`src/rtl/cmd_sequencer_pkg.sv`:
```
// Shared command/state type and UART escape constants for the game front end.
package enum_type;

  // Command stream and game FSM state share one encoding; NONE means "nothing".
  typedef enum logic [3:0] {
    NONE, WAIT, LEFT, RIGHT, DOWN, DROP, HOLD, ROTATE, ROTATE_REV, BAR
  } state_type;

  localparam logic [7:0] ESC_BYTE = 8'h1B;
  localparam logic [7:0] CSI_BYTE = 8'h5B;

  typedef enum logic [1:0] {ESC_IDLE, ESC_ESC, ESC_CSI} esc_state_t;

  // Plain keystroke to command; unmapped bytes (incl. ESC/CSI) give NONE.
  function automatic state_type decode_key(input logic [7:0] b);
    case (b)
      8'h61, 8'h41:        return LEFT;
      8'h64, 8'h44:        return RIGHT;
      8'h73, 8'h53:        return DOWN;
      8'h77, 8'h57, 8'h20: return DROP;
      8'h63, 8'h43:        return HOLD;
      8'h78, 8'h58:        return ROTATE;
      8'h7A, 8'h5A:        return ROTATE_REV;
      8'h62, 8'h42:        return BAR;
      default:             return NONE;
    endcase
  endfunction

  // Final byte of an ESC-[ arrow sequence to command.
  function automatic state_type decode_csi(input logic [7:0] b);
    case (b)
      8'h41:   return ROTATE;
      8'h42:   return DOWN;
      8'h43:   return RIGHT;
      8'h44:   return LEFT;
      default: return NONE;
    endcase
  endfunction

endpackage

```
`src/rtl/cmd_sequencer_fifo.sv`:
```
// Command FIFO: power-of-two depth, natural pointer wrap, combinational head.
module cmd_fifo
  import enum_type::*;
#(
  parameter int QSIZE = 8
) (
  input  logic                    clk,
  input  logic                    reset_n,
  input  logic                    push,
  input  logic                    pop,
  input  logic                    flush,
  input  state_type               din,
  output state_type               head,
  output logic [$clog2(QSIZE):0]  count,
  output logic                    full,
  output logic                    empty
);
  localparam int PW = $clog2(QSIZE);

  state_type         mem [QSIZE];
  logic [PW-1:0]     rd_ptr, wr_ptr;
  logic [PW:0]       cnt;
  logic              do_push, do_pop;

  assign empty   = (cnt == '0);
  assign full    = (cnt == (PW+1)'(QSIZE));
  assign do_pop  = pop && !empty && !flush;
  // A pop frees the slot this cycle, so a full FIFO can still accept.
  assign do_push = push && (!full || do_pop) && !flush;
  assign head    = empty ? NONE : mem[rd_ptr];
  assign count   = cnt;

  // Storage write; contents need no reset since cnt gates visibility.
  always_ff @(posedge clk) begin
    if (do_push) mem[wr_ptr] <= din;
  end

  // Pointer and occupancy bookkeeping; flush behaves like reset.
  always_ff @(posedge clk) begin
    if (!reset_n || flush) begin
      rd_ptr <= '0;
      wr_ptr <= '0;
      cnt    <= '0;
    end else begin
      if (do_push) wr_ptr <= wr_ptr + PW'(1);
      if (do_pop)  rd_ptr <= rd_ptr + PW'(1);
      case ({do_push, do_pop})
        2'b10:   cnt <= cnt + (PW+1)'(1);
        2'b01:   cnt <= cnt - (PW+1)'(1);
        default: cnt <= cnt;
      endcase
    end
  end

endmodule

```
`src/rtl/cmd_sequencer.sv`:
```
// Game input front end: UART/ESC decode, switches, buttons with DAS/ARR,
// and level-scaled gravity merged into one prioritised command FIFO.
module cmd_sequencer
  import enum_type::*;
#(
  parameter int QSIZE     = 8,
  parameter int NBTN      = 4,
  parameter int DAS_DELAY = 10_000_000,
  parameter int ARR_TICK  = 2_000_000,
  parameter int GRAV_BASE = 50_000_000,
  parameter int LVL_W     = 4,
  parameter int LVL_MAX   = 10
) (
  input  logic                   clk,
  input  logic                   reset_n,
  input  logic                   during,
  input  logic [NBTN-1:0]        btn,
  input  logic [3:0]             sw_toggle,
  input  logic                   rx_valid,
  input  logic [7:0]             rx_byte,
  input  logic [LVL_W-1:0]       level,
  input  state_type              state,
  output state_type              control,
  output logic [$clog2(QSIZE):0] count,
  output logic                   overflow
);
  localparam int DAS_MAX = (DAS_DELAY > ARR_TICK) ? DAS_DELAY : ARR_TICK;
  localparam int DW      = $clog2(DAS_MAX + 1);
  localparam int GW      = $clog2(GRAV_BASE + 1);

  logic [NBTN-1:0] btn_q, rise;
  logic            during_q, flush;
  esc_state_t      esc_q, esc_d;
  state_type       uart_cmd, sw_cmd, btn_cmd, rep_cmd, cand;
  logic            das_act, rep_fire, das_rise;
  logic [1:0]      das_idx;
  logic [DW-1:0]   das_cnt;
  logic [GW-1:0]   grav_cnt, period, grav_thr;
  logic            grav_pend, push, pop, full, empty;
  int              shamt;

  assign rise     = btn & ~btn_q;
  assign flush    = during_q && !during;
  assign das_rise = rise[0] | rise[1] | rise[3];

  // Edge/transition history; btn history runs through reset so a button
  // held across reset does not fake a press.
  always_ff @(posedge clk) begin
    btn_q <= btn;
    if (!reset_n) during_q <= 1'b0;
    else          during_q <= during;
  end

  // ESC FSM state register; parked in IDLE whenever the game is not running.
  always_ff @(posedge clk) begin
    if (!reset_n || !during) esc_q <= ESC_IDLE;
    else                     esc_q <= esc_d;
  end

  // ESC FSM next state and UART command decode.
  always_comb begin
    esc_d    = esc_q;
    uart_cmd = NONE;
    if (rx_valid) begin
      case (esc_q)
        ESC_IDLE: begin
          if (rx_byte == ESC_BYTE) esc_d = ESC_ESC;
          else                     uart_cmd = decode_key(rx_byte);
        end
        ESC_ESC: begin
          esc_d = ESC_IDLE;
          if (rx_byte == CSI_BYTE) esc_d = ESC_CSI;
          else                     uart_cmd = decode_key(rx_byte);
        end
        default: begin
          esc_d    = ESC_IDLE;
          uart_cmd = decode_csi(rx_byte);
        end
      endcase
    end
  end

  // Switch and button candidates, lowest index wins; plus repeat command.
  always_comb begin
    sw_cmd = NONE;
    if      (sw_toggle[0]) sw_cmd = DROP;
    else if (sw_toggle[1]) sw_cmd = HOLD;
    else if (sw_toggle[2]) sw_cmd = ROTATE_REV;
    else if (sw_toggle[3]) sw_cmd = BAR;
    btn_cmd = NONE;
    if      (rise[0]) btn_cmd = RIGHT;
    else if (rise[1]) btn_cmd = DOWN;
    else if (rise[2]) btn_cmd = ROTATE;
    else if (rise[3]) btn_cmd = LEFT;
    case (das_idx)
      2'd0:    rep_cmd = RIGHT;
      2'd1:    rep_cmd = DOWN;
      default: rep_cmd = LEFT;
    endcase
  end

  assign rep_fire = das_act && btn[das_idx] && (das_cnt == '0);

  // Single push candidate per cycle; idle mode turns any activity into WAIT.
  always_comb begin
    cand = NONE;
    if (!during) begin
      if (rx_valid || (|rise) || (|sw_toggle)) cand = WAIT;
    end else if (uart_cmd != NONE) cand = uart_cmd;
    else if (sw_cmd != NONE)       cand = sw_cmd;
    else if (btn_cmd != NONE)      cand = btn_cmd;
    else if (rep_fire)             cand = rep_cmd;
    else if (grav_pend)            cand = DOWN;
  end

  assign push = (cand != NONE);
  assign pop  = (state == WAIT) && !empty;

  // DAS/ARR: track the latest repeatable press, count down, reload on fire.
  always_ff @(posedge clk) begin
    if (!reset_n || !during) begin
      das_act <= 1'b0;
      das_idx <= 2'd0;
      das_cnt <= '0;
    end else if (das_rise) begin
      das_act <= 1'b1;
      das_idx <= rise[0] ? 2'd0 : (rise[1] ? 2'd1 : 2'd3);
      das_cnt <= DW'(DAS_DELAY - 1);
    end else if (das_act) begin
      if (!btn[das_idx]) begin
        das_act <= 1'b0;
        das_cnt <= '0;
      end else if (das_cnt == '0) begin
        das_cnt <= DW'(ARR_TICK - 1);
      end else begin
        das_cnt <= das_cnt - DW'(1);
      end
    end
  end

  // Gravity period from level; a zero period (deep levels) fires every cycle.
  always_comb begin
    shamt  = (int'(level) > LVL_MAX) ? LVL_MAX : int'(level);
    period = GW'(GRAV_BASE >> shamt);
    if (period == '0) period = GW'(1);
    grav_thr = period - GW'(1);
  end

  // Gravity timer: pushed DOWN restarts it; expiry sets pending and wins.
  always_ff @(posedge clk) begin
    if (!reset_n || !during) begin
      grav_cnt  <= '0;
      grav_pend <= 1'b0;
    end else begin
      if (cand == DOWN) begin
        grav_cnt  <= '0;
        grav_pend <= 1'b0;
      end else begin
        grav_cnt <= grav_cnt + GW'(1);
      end
      if (grav_cnt >= grav_thr) begin
        grav_cnt  <= '0;
        grav_pend <= 1'b1;
      end
    end
  end

  // Sticky overflow: a push lost because the FIFO was full with no pop.
  always_ff @(posedge clk) begin
    if (!reset_n)                               overflow <= 1'b0;
    else if (push && full && !pop && !flush)    overflow <= 1'b1;
  end

  cmd_fifo #(.QSIZE(QSIZE)) u_fifo (
    .clk     (clk),
    .reset_n (reset_n),
    .push    (push),
    .pop     (pop),
    .flush   (flush),
    .din     (cand),
    .head    (control),
    .count   (count),
    .full    (full),
    .empty   (empty)
  );

endmodule

```
`config.mk`:
```
export PLATFORM = sky130hd
export DESIGN_NAME = cmd_sequencer
export DESIGN_NICKNAME = d
export VERILOG_FILES = /design/src/rtl/cmd_sequencer_pkg.sv /design/src/rtl/cmd_sequencer_fifo.sv /design/src/rtl/cmd_sequencer.sv
export SDC_FILE = /design/constraint.sdc
export NUM_CORES = 1
export LEC_CHECK = 0
export BUFFER_PORTS_ARGS = -buffer_cell sky130_fd_sc_hd__buf_4
export CORE_MARGIN = 2
export CORE_UTILIZATION = 45
export DETAILED_ROUTE_END_ITERATION = 10
export GPL_ROUTABILITY_DRIVEN = 0
export GPL_TIMING_DRIVEN = 1
export PLACE_DENSITY = 0.63
export SETUP_SLACK_MARGIN = 0.4
export SYNTH_ARGS = -nofsm -noshare
export SYNTH_HDL_FRONTEND = slang
export SYNTH_HIERARCHICAL = 1
export SYNTH_SLANG_ARGS = --single-unit
export TNS_END_PERCENT = 10
```
`constraint.sdc`:
```
create_clock -name clk -period 6.7 [get_ports clk]
set_input_delay 2.01 -clock clk [delete_from_list [all_inputs] [get_ports clk]]
set_output_delay 2.01 -clock clk [all_outputs]
set_load 0.005 [all_outputs]
```
Word level (Yosys, flattened, before mapping)
Memory sizes are Yosys's and may differ from the RTL's. A register that Yosys moved wholly into a read port is not among the register bits.
Index checks and enable logic that the tools add are counted.
W data, S select, Z words.
- bits in registers: 72
- RAM bits: 32
- word-level logic and storage cells: 149
- memories: 1
- memory list (memory ; depth ; width ; read ports ; clocked after memory_dff ; wr ports ; RTL line ; RTL):
    u_fifo.mem ; 8 ; 4 ; 1 ; 1 ; 1 ; cmd_sequencer_fifo.sv:20 ; state_type mem [QSIZE];
- add/sub/neg operators: 7
- magnitude comparators: 3
- equality and inequality tests: 27
- shift operators: 1
- muxes and demuxes: 46
- bitwise logic cells: 4
- reductions and logical operators: 47
- operator list (operator ; count):
    $eq A8 B7 Y1 const B ; 17
    $mux W24 ; 4
    $mux W4 ; 14
    $pmux W4 S8 ; 1
    $add A26 B1 Y26 const B ; 1
    $ge A26 B26 Y1 ; 1
    $logic_not A26 Y1 ; 1
    $mux W26 ; 1
    $shr A26 B4 Y26 const A ; 1
    $sub A26 B1 Y26 const B ; 1
    $logic_not A24 Y1 ; 1
    $sub A24 B1 Y24 const B ; 1
    $mux W3 ; 6
    $pmux W4 S2 ; 2
    $reduce_bool A4 Y1 ; 4
    $reduce_or A2 Y1 ; 8
    $pmux W3 S4 ; 1
    $logic_and A1 B1 Y1 ; 11
    $mux W2 ; 5
    $mux W1 ; 9
    $eq A8 B5 Y1 const B ; 1
    $eq A8 B6 Y1 const B ; 1
    $reduce_or A4 Y1 ; 2
    $add A3 B1 Y3 const B ; 2
    23 further kinds ; 39

Depth between registers and ports, before layout
- depth after elaboration: 16
- mapped depth: 21

Modules after synthesis
The synthesis kept the hierarchy.
- by module, submodules not included (module ; times used ; cells each ; area each (um2) ; sequential area each (um2)):
    cmd_sequencer ; 1 ; 568 ; 4593.2 ; 1241.2
    cmd_fifo ; 1 ; 134 ; 1925.6 ; 1221.2

Worst setup path before layout
Ideal clock, no wire load.
- kind: input to register
- start point: in rx_byte[4]
- end point: reg u_fifo.cnt[2] (netlist: u_fifo/count[2])
- arrival: 5.703 ns
- setup slack: 0.927 ns
- stages on the path: 19
- path buffers: 3
- cell sequence: clkbuf_1 -> nand4_1 -> nor4b_1 -> a211oi_1 -> or2_2 -> o41ai_2 -> a22oi_1 -> buf_6 -> buf_6 -> nand2_1 -> nor2b_1 -> o21ai_4 -> ha_1 -> xor2_1 -> ha_1 -> a21oi_1 -> xor2_1 -> or3_1 -> a21oi_1
- longest elaborated chain between the ends: 14
- RTL lines (what ; RTL line ; RTL):
    from (decl) ; cmd_sequencer.sv:20 ; input logic [7:0] rx_byte,
    $eq A8 B7 Y1 (tied with other cells) ; cmd_sequencer_pkg.sv:16 ; case (b)
    $reduce_or A3 Y1 / $reduce_or A2 Y1 (equally long branches) ; cmd_sequencer_pkg.sv:16 ;
    $pmux W4 S8 ; cmd_sequencer_pkg.sv:16 ;
    $mux W4 (on tied branches) ; cmd_sequencer.sv:72, cmd_sequencer.sv:67 ;
    $pmux W4 S2 * ; cmd_sequencer.sv:65 ; case (esc_q)
    $mux W4 * ; cmd_sequencer.sv:64 ; if (rx_valid) begin
    $reduce_bool A4 Y1 ; cmd_sequencer.sv:109 ; end else if (uart_cmd != NONE) cand = uart_cmd;
    $mux W4 * ; cmd_sequencer.sv:109 ;
    $mux W4 * ; cmd_sequencer.sv:107 ; if (!during) begin
    $reduce_bool A4 Y1 * ; cmd_sequencer.sv:116 ; assign push = (cand != NONE);
    net push ; cmd_sequencer.sv:39 ; logic grav_pend, push, pop, full, empty;
    $logic_and A1 B1 Y1 * (2 in series) ; cmd_sequencer_fifo.sv:29 ; assign do_push = push && (!full || do_pop) && !flush;
    $eq A2 B1 Y1 / $eq A2 B2 Y1 (equally long branches) ; cmd_sequencer_fifo.sv:47 ; case ({do_push, do_pop})
    $pmux W4 S2 / $reduce_bool A2 Y1 (equally long branches) ; -- ;
    to (signal assigned) ; cmd_sequencer_fifo.sv:48 ; 2'b10: cnt <= cnt + (PW+1)'(1);
    to (signal assigned) ; cmd_sequencer_fifo.sv:49 ; 2'b01: cnt <= cnt - (PW+1)'(1);
    to (signal assigned) ; cmd_sequencer_fifo.sv:50 ; default: cnt <= cnt;
    to (decl) ; cmd_sequencer_fifo.sv:22 ; logic [PW:0] cnt;
The timed path passes the listed nets; every way through them passes the cells marked *.
A chain may end at the register's enable or synchronous reset.

Final worst setup path
- start point: in rx_byte[3]
- end point: reg u_fifo.cnt[2] (netlist: u_fifo/count[2])
The elaborated chain is that of the path after synthesis.

==> flow_summary.json <==
{
  "syn_to_final_growth_pct": 10.6,
  "slew_headroom_pct": 31.7,
  "setup_violations": 0,
  "synth_warnings": 6,
  "grt_max_degree": 46,
  "crit_required_ns": 6.98,
  "drc": 0,
  "cp_max_fo": 10,
  "first_iter_violations": 456,
  "antenna_found_initial": 0,
  "report.final.slew_viol_count": 0,
  "htree_levels": 3,
  "timing.hold.ws_ns": 0.504,
  "drt-pass1-iter-count": 6,
  "rsz0062_at_grt": "no",
  "powerDensity_nw_per_um2": 205,
  "fmax_mhz": 187,
  "r2r-end": "u_fifo/count[2]",
  "numCtsBuffers": 9,
  "cts-hold-fix-buffers": 0,
  "worstHoldStart": "das_cnt[21]",
  "area.sequential_um2": 2460,
  "maxUsedRoutingLayer": "met4",
  "clock_latency_ns": 0.35,
  "synth_fp_nets": 764,
  "syn_inst": 702,
  "fin_setup_tns_ns": 0,
  "grt_pass1_wl_um": 25000,
  "yosysSeqAreaShare_pct": 37.8,
  "netlist_area_um2": 6520,
  "ys_seq_elements": 107,
  "viasPerCell": 5.92,
  "clock-sinks": 107,
  "final_cells": 901,
  "hold_viol": 0,
  "synth_top_flop_cell": "dfxtp_1",
  "ys_types": 71,
  "cts_tree": "yes",
  "final_core_util_pct": 51.3,
  "start_util_pct": 46.4,
  "rrSetupSlack_ns": 2.17,
  "dp.cells": 885,
  "row_count": 43,
  "maxCapViolations": 0,
  "clockRootBuffer": "clkbuf_16",
  "fin_area_um2": 7210,
  "cp.arrival_ns": 5.62,
  "r2r_cells": 18,
  "path_clk_slew_ns": 0.07,
  "die_h_um": 124,
  "post_cts_buffers": 0,
  "fillers": 1294,
  "status": "finished clean",
  "num_io_pins": 37,
  "multiInputGateArea_um2": 3850,
  "ir_drop_mv": 0.123,
  "end_kind": "register",
  "startpoint_type": "primary input",
  "hold_class": "register to register",
  "r2r_start": "das_cnt[0]",
  "nNetsFinal": 778,
  "synth-async-reset-ratio_pct": 0,
  "postPlaceCellArea_um2": 6910,
  "critPathKind": "primary input to register",
  "wl_met3_um": 546,
  "wl_met1_um": 6490,
  "fp.dieW_um": 124,
  "pre_cts_slack_ns": 1.01,
  "post-dp-hpwl_um": 10700,
  "cts_resized": 0,
  "vias": 5331,
  "dr_wl_met2_um": 7360,
  "syn_avg_cell_area_um2": 9.29,
  "clock_path_buffers": 2,
  "wl_per_cell_um": 16.2,
  "grt_pass1_vias": 5217,
  "routed_wl_um": 14600,
  "io_buffers": 36,
  "core_area_um2": 14000,
  "worst_slew_pin_slew_ns": 1.01,
  "worst_slack_ns": 1.36,
  "period_share_pct": 79.7,
  "holdPathStages": 2,
  "die-area_um2": 15500,
  "ant_nets": 0,
  "diodes": 0,
  "p_leak_nw": 2.59,
  "p_total_mw": 1.48,
  "finClkSkew_ns": 0.0123,
  "finalCriticalPeriod_ns": 5.34,
  "synth_edf_count": 32,
  "drive_gt1_share_pct": 15.1,
  "grt_use_total_pct": 19.1,
  "min_to": "das_cnt[21]",
  "grt-ovfl-total": 0
}
[registers in the layout (all words and copies together), names as in the netlist, 2 cells and up, named ones only]
| register | flops |
|---|---|
| grav_cnt | 26 |
| das_cnt | 24 |
| u_fifo/wr_ptr | 3 |
| u_fifo/rd_ptr | 3 |
| esc_q | 2 |
| u_fifo/count | 4 |
| das_idx | 2 |
| btn_q | 4 |
| u_fifo/mem | 32 |
[logic make-up after synthesis]
| group | after synthesis | synth area share (%) |
|---|---|---|
| adder cells (fa/ha/maj) | 34 | 6.53 |
| flip-flops | 107 | 37.8 |
| AND/OR/NAND/NOR | 288 | 23.7 |
| AO/OA/AOI/OAI | 165 | 18.9 |
| XOR/XNOR | 38 | 5.11 |
| multiplexers | 18 | 4.51 |
| buffers and inverters | 52 | 3.47 |
[cells in the mapped netlist, types with 7 or more instances]
library cell  count  area share [%]
xor2_1           24             3.2
nor2b_1          15             1.4
clkbuf_1         29             1.7
ha_1             34             6.5
a2111oi_2        20             4.6
mux4_2            9             3.1
edfxtp_1         32              15
nand2_1          65             3.7
o21ai_0          38             2.9
a21oi_1          47             3.6
nor3_1           27             2.1
and3_1           11             1.1
nand4_1          16             1.5
nor2_1           57             3.3
inv_1            12            0.69
a31oi_1           9            0.86
buf_2             7            0.54
mux2i_1           8             1.2
dfxtp_1          75              23
xnor2_1          14             1.9
nand2b_1         19             1.8
nor4_1           14             1.3
nand3_1          15             1.2
[per-layer routing]
| layer | vias to the layer above | GRT usage [%] |
|---|---|---|
| met5 | - | 0 |
| met4 | 0 | 5.68 |
| met3 | 23 | 3.61 |
| met2 | 133 | 32.9 |
| met1 | 2508 | 24.4 |
| li1 | 2667 | - |
[critical path, stage by stage]
cell and delay, ns:
buf_4 0.15, or4b_1 0.54, or3_1 0.34, nor3_1 0.26, o21ai_0 0.20, o221ai_4 0.11
nor2_1 0.07, nand2_1 0.11, nor2b_1 0.39, o21ai_4 0.14, ha_1 0.29, xor2_1 0.17
ha_1 0.18, a21oi_1 0.14, xor2_1 0.09, or3_1 0.30, a21oi_1 0.13
[layout by cell type, fill, tap and decap left out, types with 6 or more instances in the layout]
cell type	count
nand2_1	64
nor2_1	57
nor4_1	14
xnor2_1	14
nor2b_1	15
ha_1	34
nand4_1	16
inv_1	12
a21oi_1	47
dfxtp_1	75
a21o_1	6
and2_1	6
edfxtp_1	32
o21ai_0	38
nand3b_1	6
buf_4	43
xor2_1	24
clkbuf_16	9
and3_1	11
nand3_1	15
mux4_2	9
mux2i_1	8
nor3_1	27
nand2b_1	19
a31oi_1	9
a2111oi_2	20
[worst max path at each step]
stage                     from               to  cells past startpoint
floorplan           rx_byte[4]  u_fifo/count[2]                     19
global placement    rx_byte[6]  u_fifo/count[2]                     17
detailed placement  rx_byte[2]  u_fifo/count[2]                     17
CTS                 rx_byte[6]  u_fifo/count[2]                     17
global route        rx_byte[4]  u_fifo/count[2]                     17
finish              rx_byte[3]  u_fifo/count[2]                     17
[where the power goes]
group | switching [mW] | total, mW | internal [mW]
Clock | 0.241 | 0.535 | 0.295
Sequential | 0.0209 | 0.713 | 0.692
Combinational | 0.141 | 0.231 | 0.0910
Total | 0.402 | 1.48 | 1.08
[cell type report]
cell class	instances	area share, %
clock buffers	10	3.18
inverters	12	0.625
flip-flops and latches	107	34.2
repair buffers	43	4.48
multi-input cells	543	53.5
clock inverters	6	0.972
well taps	180	3.12
Note: power is estimated with default switching activity, not from simulation.
